File: config.mk
export PLATFORM = sky130hd
export DESIGN_NAME = auto_intf
export DESIGN_NICKNAME = d
export VERILOG_FILES = /design/src/rtl/auto_intf.sv
export SDC_FILE = /design/constraint.sdc
export NUM_CORES = 1
export LEC_CHECK = 0
export CAP_MARGIN = 15
export CORE_ASPECT_RATIO = 0.6
export CORE_UTILIZATION = 43
export DETAILED_ROUTE_END_ITERATION = 7
export HOLD_SLACK_MARGIN = 0.05
export PLACE_DENSITY_LB_ADDON = 0.1
export SLEW_MARGIN = 10
export SYNTH_ARGS = -nofsm -noshare
export SYNTH_HDL_FRONTEND = slang
export SYNTH_SLANG_ARGS = --single-unit
File: constraint.sdc
create_clock -name clk -period 5.98 [get_ports clk]
set_clock_uncertainty 0.05 [all_clocks]
set_input_delay 0.598 -clock clk [delete_from_list [all_inputs] [get_ports clk]]
set_output_delay 0.598 -clock clk [all_outputs]
set_load 0.05 [all_outputs]
File: src/rtl/auto_intf.sv
// Credit-based request/response channel: buffers tagged 64-bit requests in a FIFO and issues
// one registered response per request as response credits allow, with error reports for drops.
module auto_intf #(
    parameter int unsigned DEPTH       = 4,
    parameter int unsigned RSP_CREDITS = 2
) (
    input  logic        clk,
    input  logic        rst_n,
    input  logic        req_val,
    input  logic [63:0] req_dat,
    input  logic        manually_listed,
    output logic        req_credit,
    output logic [1:0]  rsp_cmd,
    output logic [63:0] rsp_data,
    input  logic        rsp_credit,
    input  logic        in_pure,
    output logic        out_pure
);

    localparam int unsigned PtrW  = (DEPTH > 1) ? $clog2(DEPTH) : 1;
    localparam int unsigned CntW  = $clog2(DEPTH + 1);
    localparam int unsigned CredW = $clog2(RSP_CREDITS + 1);

    localparam logic [CntW-1:0]  CntFull = CntW'(DEPTH);
    localparam logic [CredW-1:0] CredMax = CredW'(RSP_CREDITS);

    typedef enum logic [1:0] {
        CmdIdle = 2'b00,
        CmdData = 2'b01,
        CmdErr  = 2'b10,
        CmdTag  = 2'b11
    } cmd_e;

    logic [64:0]      mem_q [DEPTH];
    logic [PtrW-1:0]  wr_ptr_q, wr_ptr_d;
    logic [PtrW-1:0]  rd_ptr_q, rd_ptr_d;
    logic [CntW-1:0]  cnt_q, cnt_d;
    logic [CredW-1:0] cred_q, cred_d;
    logic [15:0]      drop_cnt_q, drop_cnt_d;
    logic             err_pend_q, err_pend_d;
    cmd_e             rsp_cmd_q, rsp_cmd_d;
    logic [63:0]      rsp_data_q, rsp_data_d;
    logic             req_credit_q, req_credit_d;
    logic             out_pure_q;

    logic        full, push, drop, has_cred, issue_err, issue_dat, issue;
    logic [64:0] head;

    always_comb begin
        full      = (cnt_q == CntFull);
        push      = req_val & ~full;
        drop      = req_val & full;
        has_cred  = (cred_q != '0);
        issue_err = has_cred & err_pend_q;
        issue_dat = has_cred & ~err_pend_q & (cnt_q != '0);
        issue     = issue_err | issue_dat;
        head      = mem_q[rd_ptr_q];

        wr_ptr_d = push ? wr_ptr_q + PtrW'(1) : wr_ptr_q;
        rd_ptr_d = issue_dat ? rd_ptr_q + PtrW'(1) : rd_ptr_q;

        cnt_d = cnt_q;
        if (push && !issue_dat) begin
            cnt_d = cnt_q + CntW'(1);
        end else if (!push && issue_dat) begin
            cnt_d = cnt_q - CntW'(1);
        end

        // A drop in the same cycle as an error report starts the next report at one.
        drop_cnt_d = drop_cnt_q;
        err_pend_d = err_pend_q;
        if (issue_err) begin
            drop_cnt_d = drop ? 16'd1 : 16'd0;
            err_pend_d = drop;
        end else if (drop) begin
            err_pend_d = 1'b1;
            if (drop_cnt_q != 16'hFFFF) begin
                drop_cnt_d = drop_cnt_q + 16'd1;
            end
        end

        cred_d = cred_q;
        if (issue && !rsp_credit) begin
            cred_d = cred_q - CredW'(1);
        end else if (!issue && rsp_credit && cred_q != CredMax) begin
            cred_d = cred_q + CredW'(1);
        end

        rsp_cmd_d    = CmdIdle;
        rsp_data_d   = '0;
        req_credit_d = 1'b0;
        if (issue_err) begin
            rsp_cmd_d  = CmdErr;
            rsp_data_d = {48'b0, drop_cnt_q};
        end else if (issue_dat) begin
            rsp_cmd_d    = head[64] ? CmdTag : CmdData;
            rsp_data_d   = head[63:0];
            req_credit_d = 1'b1;
        end
    end

    // Storage needs no reset; the occupancy counter defines which entries are live.
    always_ff @(posedge clk) begin
        if (push) begin
            mem_q[wr_ptr_q] <= {manually_listed, req_dat};
        end
    end

    always_ff @(posedge clk or negedge rst_n) begin
        if (!rst_n) begin
            wr_ptr_q     <= '0;
            rd_ptr_q     <= '0;
            cnt_q        <= '0;
            cred_q       <= CredMax;
            drop_cnt_q   <= '0;
            err_pend_q   <= 1'b0;
            rsp_cmd_q    <= CmdIdle;
            rsp_data_q   <= '0;
            req_credit_q <= 1'b0;
            out_pure_q   <= 1'b0;
        end else begin
            wr_ptr_q     <= wr_ptr_d;
            rd_ptr_q     <= rd_ptr_d;
            cnt_q        <= cnt_d;
            cred_q       <= cred_d;
            drop_cnt_q   <= drop_cnt_d;
            err_pend_q   <= err_pend_d;
            rsp_cmd_q    <= rsp_cmd_d;
            rsp_data_q   <= rsp_data_d;
            req_credit_q <= req_credit_d;
            out_pure_q   <= in_pure;
        end
    end

    assign rsp_cmd    = rsp_cmd_q;
    assign rsp_data   = rsp_data_q;
    assign req_credit = req_credit_q;
    assign out_pure   = out_pure_q;

endmodule

Yosys cells after proc, flatten, opt, wreduce, memory -nomap -nowiden
Memories as Yosys holds them, arrays and structs flattened.
Index checks and enable logic that the tools add are counted.
- bitwise operators: 8
- reduce and logical (&&, ||, !) cells: 16
- equal/unequal tests: 3
- mux-type cells: 19
- add/sub/neg operators: 7
- operator list (operator ; number):
    2-to-1 mux 64 bit ; 2
    2-to-1 mux 16 bit ; 3
    adder 16 x 1 -> 16 bit (second input constant) ; 1
    != test 16 bit (second input constant) ; 1
    2-to-1 mux 2 bit ; 5
    nonzero test 2 bit ; 5
    2-to-1 mux 1 bit ; 7
    adder 2 x 1 -> 2 bit (second input constant) ; 3
    2-to-1 mux 3 bit ; 2
    AND 1 bit ; 5
    logical AND 1 bit ; 5
    zero test 1 bit ; 4
    adder 3 x 1 -> 3 bit (second input constant) ; 1
    == test 3 bit (second input constant) ; 1
    nonzero test 3 bit ; 1
    subtractor 3 x 1 -> 3 bit (second input constant) ; 1
    != test 2 bit (second input constant) ; 1
    NOT 1 bit ; 2
    AND reduction 2 bit ; 1
    subtractor 2 x 1 -> 2 bit (second input constant) ; 1
    bitwise OR 1 bit ; 1
- bits in registers: 94
- memories kept: 1
- output and inout bits: 68
- memory bits (writable): 260
- logic and storage cells: 64
- input bits: 70
- memories (memory ; words ; bits a word ; read ports ; clocked after Yosys merged registers in ; write ports ; line ; text):
    mem_q ; 4 ; 65 ; 1 ; 0 ; 1 ; 34 ; logic [64:0] mem_q [DEPTH];

Logic depth before layout (Yosys ltp)
- word-level depth: 9
- mapped depth: 10
- gate-level depth less buffers: 9

Worst setup path after synthesis
Ideal clock, no wire load.
- kind: input-to-reg
- from: input port req_val
- to: memory mem_q[0][0], enable pin
- buffers on the path: 0
- slack: 2.938 ns
- stages on the path: 2
- required time: 5.500 ns
- data arrival time: 2.562 ns
- setup time: 0.430 ns
- cell sequence: a21boi_1 > and2_1
- cells in the longest elaborated chain, start to end: 3
- ends and longest elaborated chain (element ; line ; text):
    start: declaration ; 9 ; input logic req_val,
    AND 1 bit ; 51 ; push = req_val & ~full;
    2-to-1 mux 1 bit ; 104 ; if (push) begin
    2-to-1 mux 1 bit (implied by the code) ; 105 ; mem_q[wr_ptr_q] <= {manually_listed, req_dat};
    end: declaration ; 34 ;
No other way between the ends.

Worst setup path after layout
- from: register cred_q[1]
- to: register cnt_q[1]
- cells in the longest elaborated chain, start to end: 6
- elaborated cells between the ends (all ways): 8
- those cells by class: mux: 1; bitwise: 2; reduce/logical: 5
- ends and longest elaborated chain (element ; line ; text):
    start: declaration ; 38 ; logic [CredW-1:0] cred_q, cred_d;
    start signal: assignment ; 114 ; cred_q <= CredMax;
    start signal: assignment ; 125 ; cred_q <= cred_d;
    nonzero test 2 bit ; 53 ; has_cred = (cred_q != '0);
    AND 1 bit (2 in series) ; 55 ; issue_dat = has_cred & ~err_pend_q & (cnt_q != '0);
    zero test 1 bit ; 63 ; if (push && !issue_dat) begin
    logical AND 1 bit ; 63 ;
    2-to-1 mux 3 bit ; 63 ;
    via cnt_d[1] ; 37 ; logic [CntW-1:0] cnt_q, cnt_d;
    end signal: assignment ; 124 ; cnt_q <= cnt_d;
    end: declaration ; 37 ;
The timed path passes the listed nets, and every way through them passes these cells.
A chain may end at the register's enable or synchronous reset.

==> flow_summary.ini <==
[outcome]
status = finished, final reports clean

[pwr]
power_frac_clock_pct = 25.3
comb_power_share_pct = 30.7
internal_power_mw = 5.51
switching_share_pct = 33.1
leakage_nw = 5.60
total_power_mw = 8.24
p_per_area_nw_per_um2 = 518
power.switching_mw = 2.73
sequentialPowerShare_pct = 44.0
peakVddDrop_mv = 0.297

[cells_and_area]
final_common_cell = edfxtp_1
final_cell_mix = 260 x edfxtp_1, 136 x clkdlybuf4s50_1, 90 x dfrtp_1
final_layout_size_suffix_gt1_share_pct = 17.0
diodes = 0
area_growth_pct = 22.1
nets = 865

[setup_path]
cp_slowest_stage_delay_ps = 630
crit_path_end_kind = flip-flop
critPathSlowestCell = buf_4
r2r_slack_ps = 3220
critical_path.max_fanout = 68
crit_path_cell_trace = nor2_1, nor3_2, buf_4, inv_1, ha_1, inv_1, fa_1, mux2_2
cp_top_family = buffers and inverters
r2r_cells = 8
path_buf_inv = 3
critPathArrivalTime_ps = 3110
criticalPathCategory = flip-flop to flip-flop
crit_path_end = cnt_q[1]$_DFFE_PN0P_
reg2reg_from = cred_q[1]$_DFFE_PN1P_
cp-start-kind = flip-flop
r2r_end = cnt_q[1]$_DFFE_PN0P_
crit_required_ps = 6330
crit_top_cell = inv_1
cp.depth = 8
cp-startpoint = cred_q[1]$_DFFE_PN1P_

[yosys]
syn-num-nets = 714
synthCells = 637
yosysWarnings = 0
synth_top_flop_cell = edfxtp_1
ys_ff_latch = 353
seq_area_frac_synth_pct = 77.7
ys_types = 47
syn_area_per_cell_um2 = 20.5
synthArstFlopShare_pct = 26.3
syn_area_um2 = 13000
synth_edf_count = 260

[clock_tree]
cts_resized = 0
clk_pin_slew_ps = 60
tritoncts = built
hold_buffers = 1
insertion_delay_ps = 530
htreeDepth = 2
cts_setup_buffers = 0
cts_buffers = 35
cts.path.max_buffers = 3
clock_sinks = 353
root_buffer = clkbuf_16

[global_routing]
grt_pass1_vias = 6883
antenna_found_initial = 2
track_usage_pct = 17.6
overflow = 0
grt_pass1_wl_um = 40200
grt_max_degree = 69

[routing]
wl_met3_um = 1540
detail_route.wl_per_cell_um = 21.6
drc = 0
top_layer_used = met5
drt_iter0_markers = 452
wl_met2_um = 12500
met1_length_um = 11700
dr.pass1.iters = 5
ant_nets = 0
wirelength_um = 26200
avgViaCountPerCell = 5.38
dr_total_vias = 6526

[sta]
rsz0062_at_grt = false
min_period_over_period_pct = 46.1
fmax_mhz = 362
hold_viol_final = 0
setup-violations-final = 0
slew_headroom_pct = 28.9
worstMarginPinSlew_ps = 1070
final.setup.tns_ps = 0
slew_viol_final = 0
worst_slack_ps = 3220
period_minus_slack_ps = 2760

[floorplanning]
fp-row-count = 48
core_area_um2 = 29200
fp.dieW_um = 227
start_util_pct = 44.6
dieArea_um2 = 31000
die_h_um = 137
pin_count = 138

[job]
maxCapViolCount = 0

[placed_design]
gp_congestion = 0.754
place_ws_ps = 2860
hpwl_um = 14600
buffer_ports.inserted = 137

[hold_path]
min_path_type = input pin to flip-flop
cell families after synthesis:
group | after synthesis | share of synthesized area (%)
compound gates | 57 | 3.13
xor+xnor | 6 | 0.403
flops | 353 | 77.7
simple gates | 112 | 5.41
buf+inv | 36 | 1.27
fa+ha+maj | 7 | 0.729
mux | 66 | 11.3
synth_stat cells, types with 3 or more instances:
library cell  number  area, µm²
o41ai_1            3       26.3
clkbuf_1          14       52.6
mux4_2            65       1460
buf_2              9       45.0
ha_1               6       75.1
o21ai_1            3       15.0
inv_1              8       30.0
o31ai_1            7       52.6
a22o_1            14        123
buf_4              3       22.5
nor3_1             5       25.0
o21ai_0            5       25.0
or4_1              8       60.1
nand3_1            9       45.0
and2_1            52        325
dfrtp_1           92       2300
edfxtp_1         260       7810
xnor2_1            4       35.0
nand2_1           17       63.8
a21oi_1           13       65.1
nor2_1             4       15.0
and4_1             3       26.3
state kept, by name (all words and copies together) (netlist names):
name        flops
cred_q          2
mem_q         260
rd_ptr_q        2
rsp_data       64
drop_cnt_q     16
cnt_q           3
err_pend_q      1
wr_ptr_q        2
out_pure        1
rsp_cmd         2
area by class of cell:
cell class              instances  area [µm²]
fillers                      2258       13300
flip-flops and latches        353       10100
multi-input cells             248        2750
repair buffers                142        1420
clock buffers                  41         898
well taps                     400         500
clock inverters                22         175
inverters                       8        30.0
layer usage:
layer	vias up	track usage [%]
met4	2	5.26
li1	2840	-
met5	-	0
met3	36	3.76
met2	204	28.5
met1	3444	24.2
worst min-delay path by stage:
stage                                    startpoint                   endpoint  slack, ps  cells after the start
final                                       in_pure         out_pure$_DFF_PN0_        460                      1
after floorplan                               rst_n       cnt_q[0]$_DFFE_PN0P_        250                      0
after detailed placement  drop_cnt_q[6]$_DFFE_PN0P_  drop_cnt_q[6]$_DFFE_PN0P_        500                      1
after global routing                        in_pure         out_pure$_DFF_PN0_        470                      1
after CTS                                   in_pure         out_pure$_DFF_PN0_        440                      1
after global placement        cred_q[1]$_DFFE_PN1P_      cred_q[1]$_DFFE_PN1P_        470                      2
power groups by stage:
| stage | Sequential, mW | Combinational (mW) | Clock (mW) |
|---|---|---|---|
| 6_report | 3.63 | 2.53 | 2.08 |
| 5_1_grt | 3.70 | 2.70 | 2.24 |
| 4_1_cts | 3.65 | 2.58 | 2.14 |
| 3_5_place_dp | 3.69 | 2.56 | 0 |
| 3_3_place_gp | 3.66 | 2.55 | 0 |
| 2_1_floorplan | 4.05 | 1.32 | 0 |
per-stage QoR:
step	util, %	hold slack [ps]	instances	cell area (µm²)
after global placement	50.7	473	1149	14800
final	54.4	465	1214	15900
after floorplan	-	252	637	13000
after detailed placement	50.7	503	1149	14800
after global routing	54.4	473	1214	15900
after CTS	54.4	438	1213	15900
Note: power is estimated with default switching activity, not from simulation.
==> RTL edit (config.mk and constraints unchanged) <==
Register the output `req_credit` once more; this adds one clock of latency there. The other outputs are not delayed to match.
--- a/src/rtl/auto_intf.sv
+++ b/src/rtl/auto_intf.sv
@@ -134,7 +134,9 @@
 
     assign rsp_cmd    = rsp_cmd_q;
     assign rsp_data   = rsp_data_q;
-    assign req_credit = req_credit_q;
+    always_ff @(posedge clk) begin
+        req_credit <= req_credit_q;
+    end
     assign out_pure   = out_pure_q;
 
 endmodule
Function: changed (a bounded check fails within 4 cycles, from zero or initial values and one cycle with rst_n low).
==> RTL edit against the original RTL <==
- power increased by 2.7%
- wire length fell by 1.8%
- maximum frequency fell by 0.14%
- worst setup slack worse by 3.9 ps
- first-iteration DRC count shrank 2.0%
- critical path depth stayed put
- area after synthesis up 0.15%
- via count decreased by 1.7%
- die area increased by 0.15%
- design area up 1.0%
- sequential cell count up 1
- critical path type unchanged
- largest cell class unchanged
- highest routed layer is now met4
==> RTL edit: results (changes against the original RTL) <==
Critical path
The largest stage delay on the critical path is 670 ps (+40 ps). The internal reg-to-reg setup slack is 3220 ps (about the same). For this design, the slowest cell found on the critical path is sky130_fd_sc_hd__buf_4.

Global routing
The overall routing resource usage is 0.172 (-0.00404). The number of global-route vias before repair is 6,784 (-1.4%). The number of antenna violations at the first check in global routing is 1 (-1). The total overflow reported by the global router is 0 (unchanged). The wire length of the first global-routing pass is 39,100 um (-2.6%).

Routing
The initial detailed-routing violation count is 443 (-2.0%). The count of vias placed by the detailed router is 6,415 (-1.7%). The routed length per placed instance came to 21.2 um (-1.8%).

Final layout
The count of placed standard cells in the final layout, fillers left out was 1,215 (+0.082%). The share of cells above drive strength 1 is 0.171 (+0.00123). The filler cell count in the final layout was 2,283 (+1.1%).

Synth
The fraction of synthesized area in multiplexers is 0.113 (-0.000173). The count of unique library cells instantiated by Yosys is 48 (+2.1%). The synthesized netlist net count is 715 (+0.14%). The flip-flop cell with the highest count after synthesis is sky130_fd_sc_hd__edfxtp_1. The xor/xnor share of the synthesized area is 0.00402 (-0.00000618). The post-synthesis sequential area ratio is 0.778 (about the same). Yosys attributes the largest share of cell area to sky130_fd_sc_hd__edfxtp_1 (60%), sky130_fd_sc_hd__dfrtp_1 (18%), sky130_fd_sc_hd__mux4_2 (11%). The area fraction in compound gates after synthesis is 0.0312 (-0.0000480). The synthesized instance count is 638 (+0.16%).

The arithmetic-cell share of the synthesized area counting full adders, half adders and majority gates was 0.00728 (-0.0000112). The fraction of registers with async set/reset is 0.263 (-0.000744).

Power
The maximum vdd ir drop is 296 uV (-0.36%). The leakage power of the design is 5.67 nW (+1.2%).

Place
The detailed placement HPWL is 14,700 um (+0.35%). The worst slack after detailed placement is 2840 ps (-19.6 ps). The final estimated routing congestion in global placement was 0.789 (+4.6%). The cell area after placement is 14,800 um^2 (+0.13%).

CTS
The clock latency on the worst-skew pair is 510 ps (-20 ps). The maximum clock insertion buffer count came to 3 (unchanged). The CTS buffer count came to 34 (-2.9%).

STA
The headroom to the max-slew limit was 0.294 (+0.00513). The ratio of final minimum period to clock period was 0.462 (+0.000649). The worst slack on hold paths is 329 ps (-136 ps).

Status
The run finished with clean final reports.

Min path
The path category of the worst min-delay check is flop to flop.
[RTL edit: cell count changes in the layout (fill, tap and decap cells not counted), moves of 3 or more]
cell / unedited run / this run
sky130_fd_sc_hd__bufinv_16: 2 / 5
sky130_fd_sc_hd__clkbuf_8: 0 / 5
sky130_fd_sc_hd__clkinv_1: 6 / 2
sky130_fd_sc_hd__clkinv_2: 8 / 3
sky130_fd_sc_hd__inv_6: 3 / 0
[RTL edit: routing by layer]
layer,part of all wire,track usage
met1,0.46,0.242
met2,0.47,0.271
met3,0.052,0.0367
met4,0.021,0.0548
met5,0,0
[RTL edit: power breakdown]
group / internal [mW] / switching (mW)
combinational: 1.07 / 1.50
sequential: 3.28 / 0.323
clock: 1.41 / 0.881
total: 5.75 / 2.71
[RTL edit: timing repair]
item                      in CTS  in global routing
hold endpoints to repair      37                  0
hold buffers                   1                  0
setup buffers                  0                  0
[RTL edit: final timing paths]
check | from | end | cells after the start
worst min-delay path | rsp_cmd[0] | req_credit | 0
max in group asynchronous | rst_n | rd_ptr_q[0] | 3
worst max-delay path | cred_q[1] | cnt_q[1] | 8
worst max register to register | cred_q[1] | cnt_q[1] | 8
worst min register to register | rsp_cmd[0] | req_credit | 0
min in group asynchronous | rst_n | rsp_data[25] | 2
[RTL edit: metrics by stage]
| stage | utilization | total power, mW |
|---|---|---|
| finish | 0.549 | 8.46 |
| global route | 0.549 | 8.85 |
| CTS | 0.548 | 8.59 |
| detailed placement | 0.506 | 6.28 |
| global placement | 0.506 | 6.23 |
| floorplan | - | 5.38 |
[RTL edit: kinds of logic after synthesis]
| group | after synthesis |
|---|---|
| flip-flops | 354 |
| buffers and inverters | 36 |
| multiplexers | 66 |
| adder cells (fa/ha/maj) | 7 |
| AND/OR/NAND/NOR | 112 |
| XOR/XNOR | 6 |
| AO/OA/AOI/OAI | 57 |
[RTL edit: area by class of cell]
cell class / count / area (um^2) / share of cell area
Tap cell: 400 / 500 / 0.0311
Clock buffer: 50 / 1020 / 0.0637
Multi-Input combinational cell: 248 / 2750 / 0.171
Clock inverter: 12 / 188 / 0.0117
Timing Repair Buffer: 142 / 1420 / 0.0881
Sequential cell: 354 / 10200 / 0.632
Antenna cell: 1 / 2.50 / 0.000156
Inverter: 8 / 30.0 / 0.00187
[RTL edit: worst reg2reg max path, stage by stage (launching register included)]
cell                      delay [ps]
sky130_fd_sc_hd__dfstp_2         550
sky130_fd_sc_hd__nor2_1           80
sky130_fd_sc_hd__nor3_2          110
sky130_fd_sc_hd__buf_4           670
sky130_fd_sc_hd__inv_1           180
sky130_fd_sc_hd__ha_1            260
sky130_fd_sc_hd__inv_1            70
sky130_fd_sc_hd__fa_1            410
sky130_fd_sc_hd__mux2_2          270
